[src/rtl/rvvi_retire_queue_if.sv]
// rvvi_retire_queue_if: producer push side and consumer pop side of the retire-record queue
interface rvvi_retire_queue_if #(
    parameter int XLEN    = 64,
    parameter int ORDER_W = 64
);
    logic               in_valid, in_ready, in_trap;
    logic [ORDER_W-1:0] in_order;
    logic [XLEN-1:0]    in_pc;
    logic [31:0]        in_insn;
    logic [1:0]         in_mode;
    logic               out_valid, out_ready, out_trap;
    logic [ORDER_W-1:0] out_order;
    logic [XLEN-1:0]    out_pc;
    logic [31:0]        out_insn;
    logic [1:0]         out_mode;
    modport slave (
        input  in_valid, in_order, in_pc, in_insn, in_trap, in_mode, out_ready,
        output in_ready, out_valid, out_order, out_pc, out_insn, out_trap, out_mode
    );
    modport master (
        output in_valid, in_order, in_pc, in_insn, in_trap, in_mode, out_ready,
        input  in_ready, out_valid, out_order, out_pc, out_insn, out_trap, out_mode
    );
endinterface

[src/rtl/rvvi_retire_queue.sv]
// rvvi_retire_queue: elastic RVVI retire-record FIFO with order continuity check and retire/trap counters
module rvvi_retire_queue #(
    parameter int XLEN    = 64,
    parameter int DEPTH   = 8,
    parameter int ORDER_W = 64
) (
    input  logic                   clk,
    input  logic                   reset,
    rvvi_retire_queue_if.slave     q,
    output logic [$clog2(DEPTH):0] count,
    output logic                   order_err,
    output logic [ORDER_W-1:0]     err_order,
    output logic [ORDER_W-1:0]     retire_cnt,
    output logic [ORDER_W-1:0]     trap_cnt
);
    localparam int AW = $clog2(DEPTH);
    localparam int CW = AW + 1;
    typedef struct packed {
        logic [ORDER_W-1:0] order;
        logic [XLEN-1:0]    pc;
        logic [31:0]        insn;
        logic               trap;
        logic [1:0]         mode;
    } rec_t;
    rec_t               mem_q [DEPTH];
    rec_t               mem_d [DEPTH];
    rec_t               head;
    logic [AW-1:0]      wr_ptr_q, wr_ptr_d, rd_ptr_q, rd_ptr_d;
    logic [CW-1:0]      cnt_q, cnt_d;
    logic               first_q, first_d, err_q, err_d;
    logic [ORDER_W-1:0] exp_q, exp_d, err_order_q, err_order_d;
    logic [ORDER_W-1:0] retire_q, retire_d, trap_q, trap_d;
    logic               push, pop, mismatch;
    always_comb begin
        q.in_ready  = cnt_q != CW'(DEPTH);
        q.out_valid = cnt_q != '0;
        push        = q.in_valid & q.in_ready;
        pop         = q.out_valid & q.out_ready;
        head        = q.out_valid ? mem_q[rd_ptr_q] : '0;
        mem_d       = mem_q;
        if (push) mem_d[wr_ptr_q] = {q.in_order, q.in_pc, q.in_insn, q.in_trap, q.in_mode};
        wr_ptr_d    = wr_ptr_q + AW'(push);
        rd_ptr_d    = rd_ptr_q + AW'(pop);
        cnt_d       = cnt_q + CW'(push) - CW'(pop);
        // the first record after reset only seeds the expected order
        mismatch    = push & first_q & (q.in_order != exp_q);
        first_d     = first_q | push;
        exp_d       = push ? q.in_order + 1'b1 : exp_q;
        err_d       = err_q | mismatch;
        err_order_d = (mismatch & ~err_q) ? q.in_order : err_order_q;
        retire_d    = retire_q + ORDER_W'(pop & ~head.trap & ~&retire_q);
        trap_d      = trap_q + ORDER_W'(pop & head.trap & ~&trap_q);
        q.out_order = head.order;
        q.out_pc    = head.pc;
        q.out_insn  = head.insn;
        q.out_trap  = head.trap;
        q.out_mode  = head.mode;
    end
    always_ff @(posedge clk) begin
        if (reset) begin
            wr_ptr_q    <= '0;
            rd_ptr_q    <= '0;
            cnt_q       <= '0;
            first_q     <= 1'b0;
            exp_q       <= '0;
            err_q       <= 1'b0;
            err_order_q <= '0;
            retire_q    <= '0;
            trap_q      <= '0;
        end else begin
            mem_q       <= mem_d;
            wr_ptr_q    <= wr_ptr_d;
            rd_ptr_q    <= rd_ptr_d;
            cnt_q       <= cnt_d;
            first_q     <= first_d;
            exp_q       <= exp_d;
            err_q       <= err_d;
            err_order_q <= err_order_d;
            retire_q    <= retire_d;
            trap_q      <= trap_d;
        end
    end
    assign count      = cnt_q;
    assign order_err  = err_q;
    assign err_order  = err_order_q;
    assign retire_cnt = retire_q;
    assign trap_cnt   = trap_q;
endmodule

[src/flat_wrapper.sv]
// flat-port wrapper written by rule: the top's interface ports become plain ports
module rvvi_retire_queue_flat 
#(
    parameter int XLEN    = 64,
    parameter int DEPTH   = 8,
    parameter int ORDER_W = 64
)
  (clk, reset, count, order_err, err_order, retire_cnt, trap_cnt, q_in_valid, q_in_order, q_in_pc, q_in_insn, q_in_trap, q_in_mode, q_out_ready, q_in_ready, q_out_valid, q_out_order, q_out_pc, q_out_insn, q_out_trap, q_out_mode);
  rvvi_retire_queue_if #(.XLEN(XLEN), .ORDER_W(ORDER_W)) q_i ();
  input  logic clk;
  input  logic reset;
  output logic [$clog2(DEPTH):0] count;
  output logic order_err;
  output logic [ORDER_W-1:0] err_order;
  output logic [ORDER_W-1:0] retire_cnt;
  output logic [ORDER_W-1:0] trap_cnt;
  input wire logic [$bits(q_i.in_valid)-1:0] q_in_valid;
  input wire logic [$bits(q_i.in_order)-1:0] q_in_order;
  input wire logic [$bits(q_i.in_pc)-1:0] q_in_pc;
  input wire logic [$bits(q_i.in_insn)-1:0] q_in_insn;
  input wire logic [$bits(q_i.in_trap)-1:0] q_in_trap;
  input wire logic [$bits(q_i.in_mode)-1:0] q_in_mode;
  input wire logic [$bits(q_i.out_ready)-1:0] q_out_ready;
  output wire logic [$bits(q_i.in_ready)-1:0] q_in_ready;
  output wire logic [$bits(q_i.out_valid)-1:0] q_out_valid;
  output wire logic [$bits(q_i.out_order)-1:0] q_out_order;
  output wire logic [$bits(q_i.out_pc)-1:0] q_out_pc;
  output wire logic [$bits(q_i.out_insn)-1:0] q_out_insn;
  output wire logic [$bits(q_i.out_trap)-1:0] q_out_trap;
  output wire logic [$bits(q_i.out_mode)-1:0] q_out_mode;
  assign q_i.in_valid = q_in_valid;
  assign q_i.in_order = q_in_order;
  assign q_i.in_pc = q_in_pc;
  assign q_i.in_insn = q_in_insn;
  assign q_i.in_trap = q_in_trap;
  assign q_i.in_mode = q_in_mode;
  assign q_i.out_ready = q_out_ready;
  assign q_in_ready = q_i.in_ready;
  assign q_out_valid = q_i.out_valid;
  assign q_out_order = q_i.out_order;
  assign q_out_pc = q_i.out_pc;
  assign q_out_insn = q_i.out_insn;
  assign q_out_trap = q_i.out_trap;
  assign q_out_mode = q_i.out_mode;
  rvvi_retire_queue #(.XLEN(XLEN), .DEPTH(DEPTH), .ORDER_W(ORDER_W)) u_core (.clk(clk), .reset(reset), .q(q_i), .count(count), .order_err(order_err), .err_order(err_order), .retire_cnt(retire_cnt), .trap_cnt(trap_cnt));
endmodule
[config.mk]
export PLATFORM = sky130hd
export DESIGN_NAME = rvvi_retire_queue_flat
export DESIGN_NICKNAME = d
export VERILOG_FILES = /design/src/rtl/rvvi_retire_queue_if.sv /design/src/rtl/rvvi_retire_queue.sv /design/src/flat_wrapper.sv
export SDC_FILE = /design/constraint.sdc
export NUM_CORES = 2
export LEC_CHECK = 0
export CAP_MARGIN = 20
export CORE_ASPECT_RATIO = 0.8
export CORE_UTILIZATION = 60
export CTS_BUF_LIST = sky130_fd_sc_hd__clkbuf_16
export DETAILED_ROUTE_END_ITERATION = 10
export GPL_TIMING_DRIVEN = 0
export PLACE_DENSITY = 0.82
export SETUP_SLACK_MARGIN = 0.2
export SLEW_MARGIN = 20
export SYNTH_ARGS = -nofsm -noshare
export SYNTH_HDL_FRONTEND = slang
export SYNTH_SLANG_ARGS = --single-unit
export TNS_END_PERCENT = 20
[constraint.sdc]
create_clock -name clk -period 48.6 [get_ports clk]
set_input_delay 9.72 -clock clk [delete_from_list [all_inputs] [get_ports clk]]
set_output_delay 9.72 -clock clk [all_outputs]
set_load 0.05 [all_outputs]
==> impl_metrics.py <==
metrics = {
    "outcome": {
        "status": "complete, no violations",
    },
    "floorplanning": {
        "die_y_um": 291,
        "fp.dieW_um": 364,
        "placementRows": 105,
        "core_um2": 103000,
        "initial_core_util_pct": 60.9,
        "pin_count": 529,
        "dieArea_um2": 106000,
    },
    "power": {
        "power_switching_uw": 1260,
        "pwr-share-seq_pct": 40.2,
        "power_uw": 3810,
        "combPwrFrac_pct": 30.5,
        "internal_power_uw": 2550,
        "leakagePower_uw": 0.0246,
        "p_clk_share_pct": 29.3,
        "netSwitchingFraction_pct": 33.0,
        "ir_worst_vdd_uv": 34.5,
        "power_density_nw_per_um2": 50.0,
    },
    "drt": {
        "ant_nets": 0,
        "drtIter0Drc": 4131,
        "drc": 0,
        "dr.pass1.iters": 5,
        "vias": 36800,
        "wl_mm": 163,
        "routedWlPerCell_um": 27.3,
        "viasPerCell": 6.17,
    },
    "yosys": {
        "synth_seq_cells": 1572,
        "synthArstFlopShare_pct": 0,
        "synth_cell_types": 55,
        "synth-edff-count": 1304,
        "synthTopCellsByArea": "edfxtp_1, mux4_2, dfxtp_1",
        "ys.flop_type": "edfxtp_1",
        "syn-cell-area_um2": 62800,
        "yosysTopAreaCellShare_pct": 62.4,
        "syn_area_per_cell_um2": 17.4,
        "ys_seq_area_share_pct": 70.9,
        "syn_nets": 3787,
        "synth_area_leader_cell": "edfxtp_1",
        "netlist_instances": 3603,
        "yosys_warnings": 0,
    },
    "clock_tree": {
        "numCtsBuffers": 146,
        "clockRootBuffer": "clkbuf_16",
        "cts_setup_buffers": 0,
        "clk_pin_slew_ns": 0.06,
        "cts_tree": "built",
        "clk_path_buf_depth": 3,
        "htreeDepth": 4,
        "cts_resized": 0,
        "clock-sinks": 1572,
        "clock_latency_ns": 0.78,
        "ctsHoldBuffers": 0,
    },
    "sta": {
        "rsz0062_at_grt": "false",
        "fmax_ghz": 0.0672,
        "hold_viol": 0,
        "finClkSkew_ns": 0.0232,
        "fin_setup_tns_ns": 0,
        "period_needed_ns": 14.88,
        "worstMarginPinSlew_ns": 1.08,
        "fin_crit_sh_pct": 30.6,
        "setup_violations": 0,
        "maxSlewHeadroom_pct": 27.8,
        "drv_slew": 0,
    },
    "placement": {
        "io_buffers": 528,
        "place_area_um2": 71700,
        "dp_hpwl_mm": 106,
        "routabilityCongestion": 0.893,
    },
    "layout": {
        "drive_gt1_share_pct": 17.3,
        "nets": 4636,
        "synthToLayoutAreaGrowth_pct": 21.6,
        "final_area_um2": 76300,
    },
    "global_route": {
        "grt_pass1_vias": 36800,
        "grt_pass1_wl_mm": 238,
        "grt_max_degree": 22,
        "grt-ovfl-total": 0,
        "antenna_found_initial": 17,
        "grt_usage_pct": 30.8,
    },
    "critical_path": {
        "crit_path_max_fanout": 10,
        "crit_type": "flop to output pin",
        "cp.required_ns": 38.88,
        "crit_path_end_kind": "output pin",
        "crit_arrival_ns": 5.16,
        "start_kind": "flop",
    },
    "hold_path": {
        "hold_path_class": "flop to flop",
    },
    "run": {
        "cap_violations": 0,
    },
}
[registers in the layout, indices dropped and copies added, names as in the netlist]
name / cells
u_core.count: 4
u_core.err_order: 64
u_core.exp_q: 64
u_core.first_q: 1
u_core.mem_q: 1304
u_core.order_err: 1
u_core.rd_ptr_q: 3
u_core.retire_cnt: 64
u_core.trap_cnt: 64
u_core.wr_ptr_q: 3
[critical path, cell delays in order, from the launching register on]
cell	delay (ns)
dfxtp_1	0.37
clkbuf_1	0.81
clkbuf_1	0.87
clkbuf_1	0.68
mux4_2	0.35
mux2i_1	0.07
nor2_1	0.35
clkdlybuf4s50_1	0.88
[path summary, 6_finish.rpt]
path                                          start                  end  slack [ns]  cells after the start
worst max-delay path             u_core.rd_ptr_q[1]         q_out_pc[54]       33.72                      7
worst min-delay path            u_core.err_order[4]  u_core.err_order[4]        0.47                      2
worst max register to register   u_core.rd_ptr_q[1]  u_core.trap_cnt[56]       43.75                     13
worst min register to register  u_core.err_order[4]  u_core.err_order[4]        0.47                      2
[cell type report]
cell class                      instances  area (um^2)
Antenna cell                           12         30.0
Tap cell                             1391         1740
Buffer                                191          895
Fill cell                            6029        26800
Timing Repair Buffer                  701         7100
Sequential cell                      1572        44500
Inverter                               33          124
Multi-Input combinational cell       1807        17300
Clock inverter                        109          815
Clock buffer                          152         3800
[stage by stage]
step	hold WS, ns	instances	util (%)	setup WS (ns)
2_1_floorplan	0.445	3603	-	21.98
3_3_place_gp	0.456	5522	67.7	5.40
3_5_place_dp	0.459	5695	69.5	34.53
4_1_cts	0.477	5956	74.0	33.67
5_1_grt	0.492	5963	74.0	33.67
6_report	0.474	5968	74.0	33.72
[routing by layer]
metal | part of all wire (%) | GRT usage (%) | vias up
met5 | 0.049 | 0 | -
met4 | 3.1 | 10.3 | 14
met3 | 9.0 | 6.27 | 305
met1 | 39 | 42.4 | 18800
li1 | - | - | 15700
met2 | 49 | 49.8 | 1980
[cells in the mapped netlist, types with 2 or more instances]
library cell and count:
buf_6 2, mux4_2 326, and4_1 22, nor4_1 39, ha_1 16, nor4_2 6, nand4b_1 2, nor3_1 33
o21ai_0 20, nand3_1 76, nor2b_1 12, dfxtp_1 268, a211oi_1 53, clkbuf_1 114, xor2_1 162, buf_12 6
and3_2 2, and3_1 24, nand2b_1 125, nor4_4 4, inv_1 33, xnor2_1 79, nand4_2 6, buf_2 31
nand2_1 66, nand2_2 3, nand4_1 58, or4_1 2, or3_1 16, nand3b_1 3, nor4b_2 2, mux2i_1 226
or2b_1 3, and2_1 11, a311oi_1 3, or2_2 2, nor3b_1 2, buf_1 33, o41ai_1 2, edfxtp_1 1304
a21oi_1 10, nor2_1 380, buf_4 4
[power groups by stage]
stage               logic [uW]  registers [uW]  clock network, uW
CTS                       1170            1530               1130
detailed placement        1160            1560                  0
global route              1220            1540               1180
global placement          1130            1590                  0
finish                    1160            1530               1120
floorplan                  731            1590                  0
[kinds of logic (layout without fill, tap and decap cells)]
group,after synthesis,after routing,synth area share [%]
buffers and inverters,224,1186,1.61
and+or+nand+nor,905,905,7.42
muxes,553,553,15.3
adders and majority gates,17,17,0.351
other,0,12,0
AOI/OAI and AO/OA,91,91,0.991
DFF,1572,1572,70.9
xor gates and xnor gates,241,241,3.36
[cells in the final DEF, fill, tap and decap left out, drive strengths merged, types with 2 or more instances in the layout]
cell | synthesis | final
bufinv | 0 | 10
nand2 | 69 | 69
nor3 | 34 | 34
or2b | 3 | 3
ha | 16 | 16
and4 | 23 | 23
inv | 33 | 79
o41ai | 2 | 2
nand3b | 3 | 3
clkinvlp | 0 | 6
a311oi | 3 | 3
o21ai | 20 | 20
nand4b | 2 | 2
nor2b | 12 | 12
mux2i | 226 | 226
nand4 | 64 | 64
mux4 | 326 | 326
nand2b | 125 | 125
nor2 | 381 | 381
a211oi | 54 | 54
xor2 | 162 | 162
diode | 0 | 12
clkinv | 0 | 47
nor3b | 3 | 3
or3 | 16 | 16
clkbuf | 115 | 267
edfxtp | 1304 | 1304
nor4 | 49 | 49
and2 | 12 | 12
or4 | 2 | 2
a21oi | 10 | 10
or2 | 2 | 2
and3 | 26 | 26
dfxtp | 268 | 268
nor4b | 2 | 2
clkdlybuf4s50 | 0 | 528
xnor2 | 79 | 79
buf | 76 | 249
nand3 | 77 | 77
(Power assumes the default switching activity.)
==> RTL change, RTL diff (same settings) <==
`ORDER_W` is set to 64 in 3 places; all go to 32.
--- a/src/rtl/rvvi_retire_queue_if.sv
+++ b/src/rtl/rvvi_retire_queue_if.sv
@@ -3,3 +3,3 @@
     parameter int XLEN    = 64,
-    parameter int ORDER_W = 64
+    parameter int ORDER_W = 32
 );
--- a/src/rtl/rvvi_retire_queue.sv
+++ b/src/rtl/rvvi_retire_queue.sv
@@ -4,3 +4,3 @@
     parameter int DEPTH   = 8,
-    parameter int ORDER_W = 64
+    parameter int ORDER_W = 32
 ) (
--- a/src/flat_wrapper.sv
+++ b/src/flat_wrapper.sv
@@ -5,3 +5,3 @@
     parameter int DEPTH   = 8,
-    parameter int ORDER_W = 64
+    parameter int ORDER_W = 32
 )
Ports: changed (5 resized); port bits go from 529 to 369. The function was not compared with the original's and may differ.
==> RTL change against the original RTL <==
- sequential cell count down 384
- total power down 24%
- setup slack improved by 530 ps
- routed wire length down 30%
- critical path depth unchanged
- design area shrank 26%
- non-clock buffer count fell by 238
- combinational power decreased by 22%
- sequential share of layout area grew 2.3 points
- via count shrank 30%
- final cell count down 30%
- area after synthesis decreased by 26%
- global-route usage shrank 1.8 points
- critical path type unchanged
==> RTL change: results (changes against the original RTL) <==
Status: finished, final reports clean
Multi-input gates: 1104 (-39%)
Final Hold Slack: 472.7 ps (-1.196 ps)
Multi-input logic area: 11670 µm² (-32%)
Die area: 78670 µm² (-26%)
CTS Sinks: 1188 (-24%)
Max VDD drop: 0.03420 mV (-0.98%)
Final nets: 3223 (-30%)
Signal buffers: 654 (-27%)
Seq. cell area: 34270 µm² (-23%)
Net Count, Synth: 2585 (-32%)
EDFF count, synth: 1048 (-20%)
PortBufs: 367 (-30%)
Post-DP Area: 52930 µm² (-26%)
TritonCTS Buffers: 109 (-25%)
Lkg Pwr: 18.30 nW (-26%)
Worst reg2reg path depth: 14 (+1)
H-tree depth: 3 (-1)
First-pass GRT wire length: 167.2 mm (-30%)
FILL cells: 4352 (-28%)
Largest register FFs: 1048 (-20%)
Vias per std cell: 6.172 (about the same)
Final clock-cell share: 6.293% (+0.24 points)
Synth Instances: 2434 (-32%)
Initial antenna violation count: 14 (-3)
Final HPWL DP: 74.80 mm (-29%)
Finished Layout Cells: 4183 (-30%)
CP Data Arrival Time: 4630 ps (-530 ps)
Worst Clk Skew: 21.75 ps (-1.492 ps)
Initial DRC count: 2642 (-36%)
Average wire per standard cell: 27.15 µm (-0.36%)
Non-clk invs: 15 (-55%)
Finished Core Util: 74.23% (+0.23 points)
Dpl ws: 34940 ps (+409.3 ps)
RD Place Congestion: 0.8642 (-3.2%)
Clock Latency Late Sink: 670 ps (-110 ps)
Synth cell types: 48 (-13%)
## RTL change: cell count changes in the layout (fill, tap and decap cells not counted), moves of 38 or more
cell | before | now
nor2_1 | 377 | 238
buf_4 | 100 | 54
xnor2_1 | 79 | 30
dfxtp_1 | 268 | 140
buf_2 | 59 | 109
nand3_1 | 76 | 38
clkdlybuf4s50_1 | 528 | 367
xor2_1 | 162 | 90
clkbuf_16 | 152 | 113
mux2i_1 | 226 | 163
mux4_2 | 326 | 262
edfxtp_1 | 1304 | 1048
nand2b_1 | 125 | 65
## RTL change: metal layers
metal  vias to the layer above  routed length (µm)  GRT usage, %
li1                      10970                   -             -
met1                     13310               43110         38.59
met2                      1305               57180         48.41
met3                       231                9787         6.245
met4                        12                3430         9.589
met5                         -                  81             0
## RTL change: power by group
group          internal, mW  switching, mW
logic                 0.332          0.568
clock network         0.475          0.371
registers              1.15         0.0154
## RTL change: worst paths after layout
check	to	startpoint
min reg2reg	u_core.err_order[9]$_SDFFE_PP0P_	u_core.err_order[9]$_SDFFE_PP0P_
min	u_core.err_order[9]$_SDFFE_PP0P_	u_core.err_order[9]$_SDFFE_PP0P_
max	q_out_pc[63]	u_core.rd_ptr_q[0]$_SDFF_PP0_
max reg2reg	u_core.mem_q[342]$_DFFE_PP_	u_core.count[2]$_SDFF_PP0_
## RTL change: cell families after synthesis
logic type                 share of synthesized area, %
muxes                                             16.19
DFF                                               73.66
xor gates and xnor gates                          2.294
and+or+nand+nor                                   5.300
AOI/OAI and AO/OA                                0.7503
buffers and inverters                             1.358
adders and majority gates                        0.4464
## RTL change: worst max-delay path: stages (launching register included)
cell and delay, ps:
dfxtp_1 350, buf_2 420, clkbuf_1 840, buf_2 520, mux4_2 550, mux2i_1 450
nor2_1 100, clkdlybuf4s50_1 720
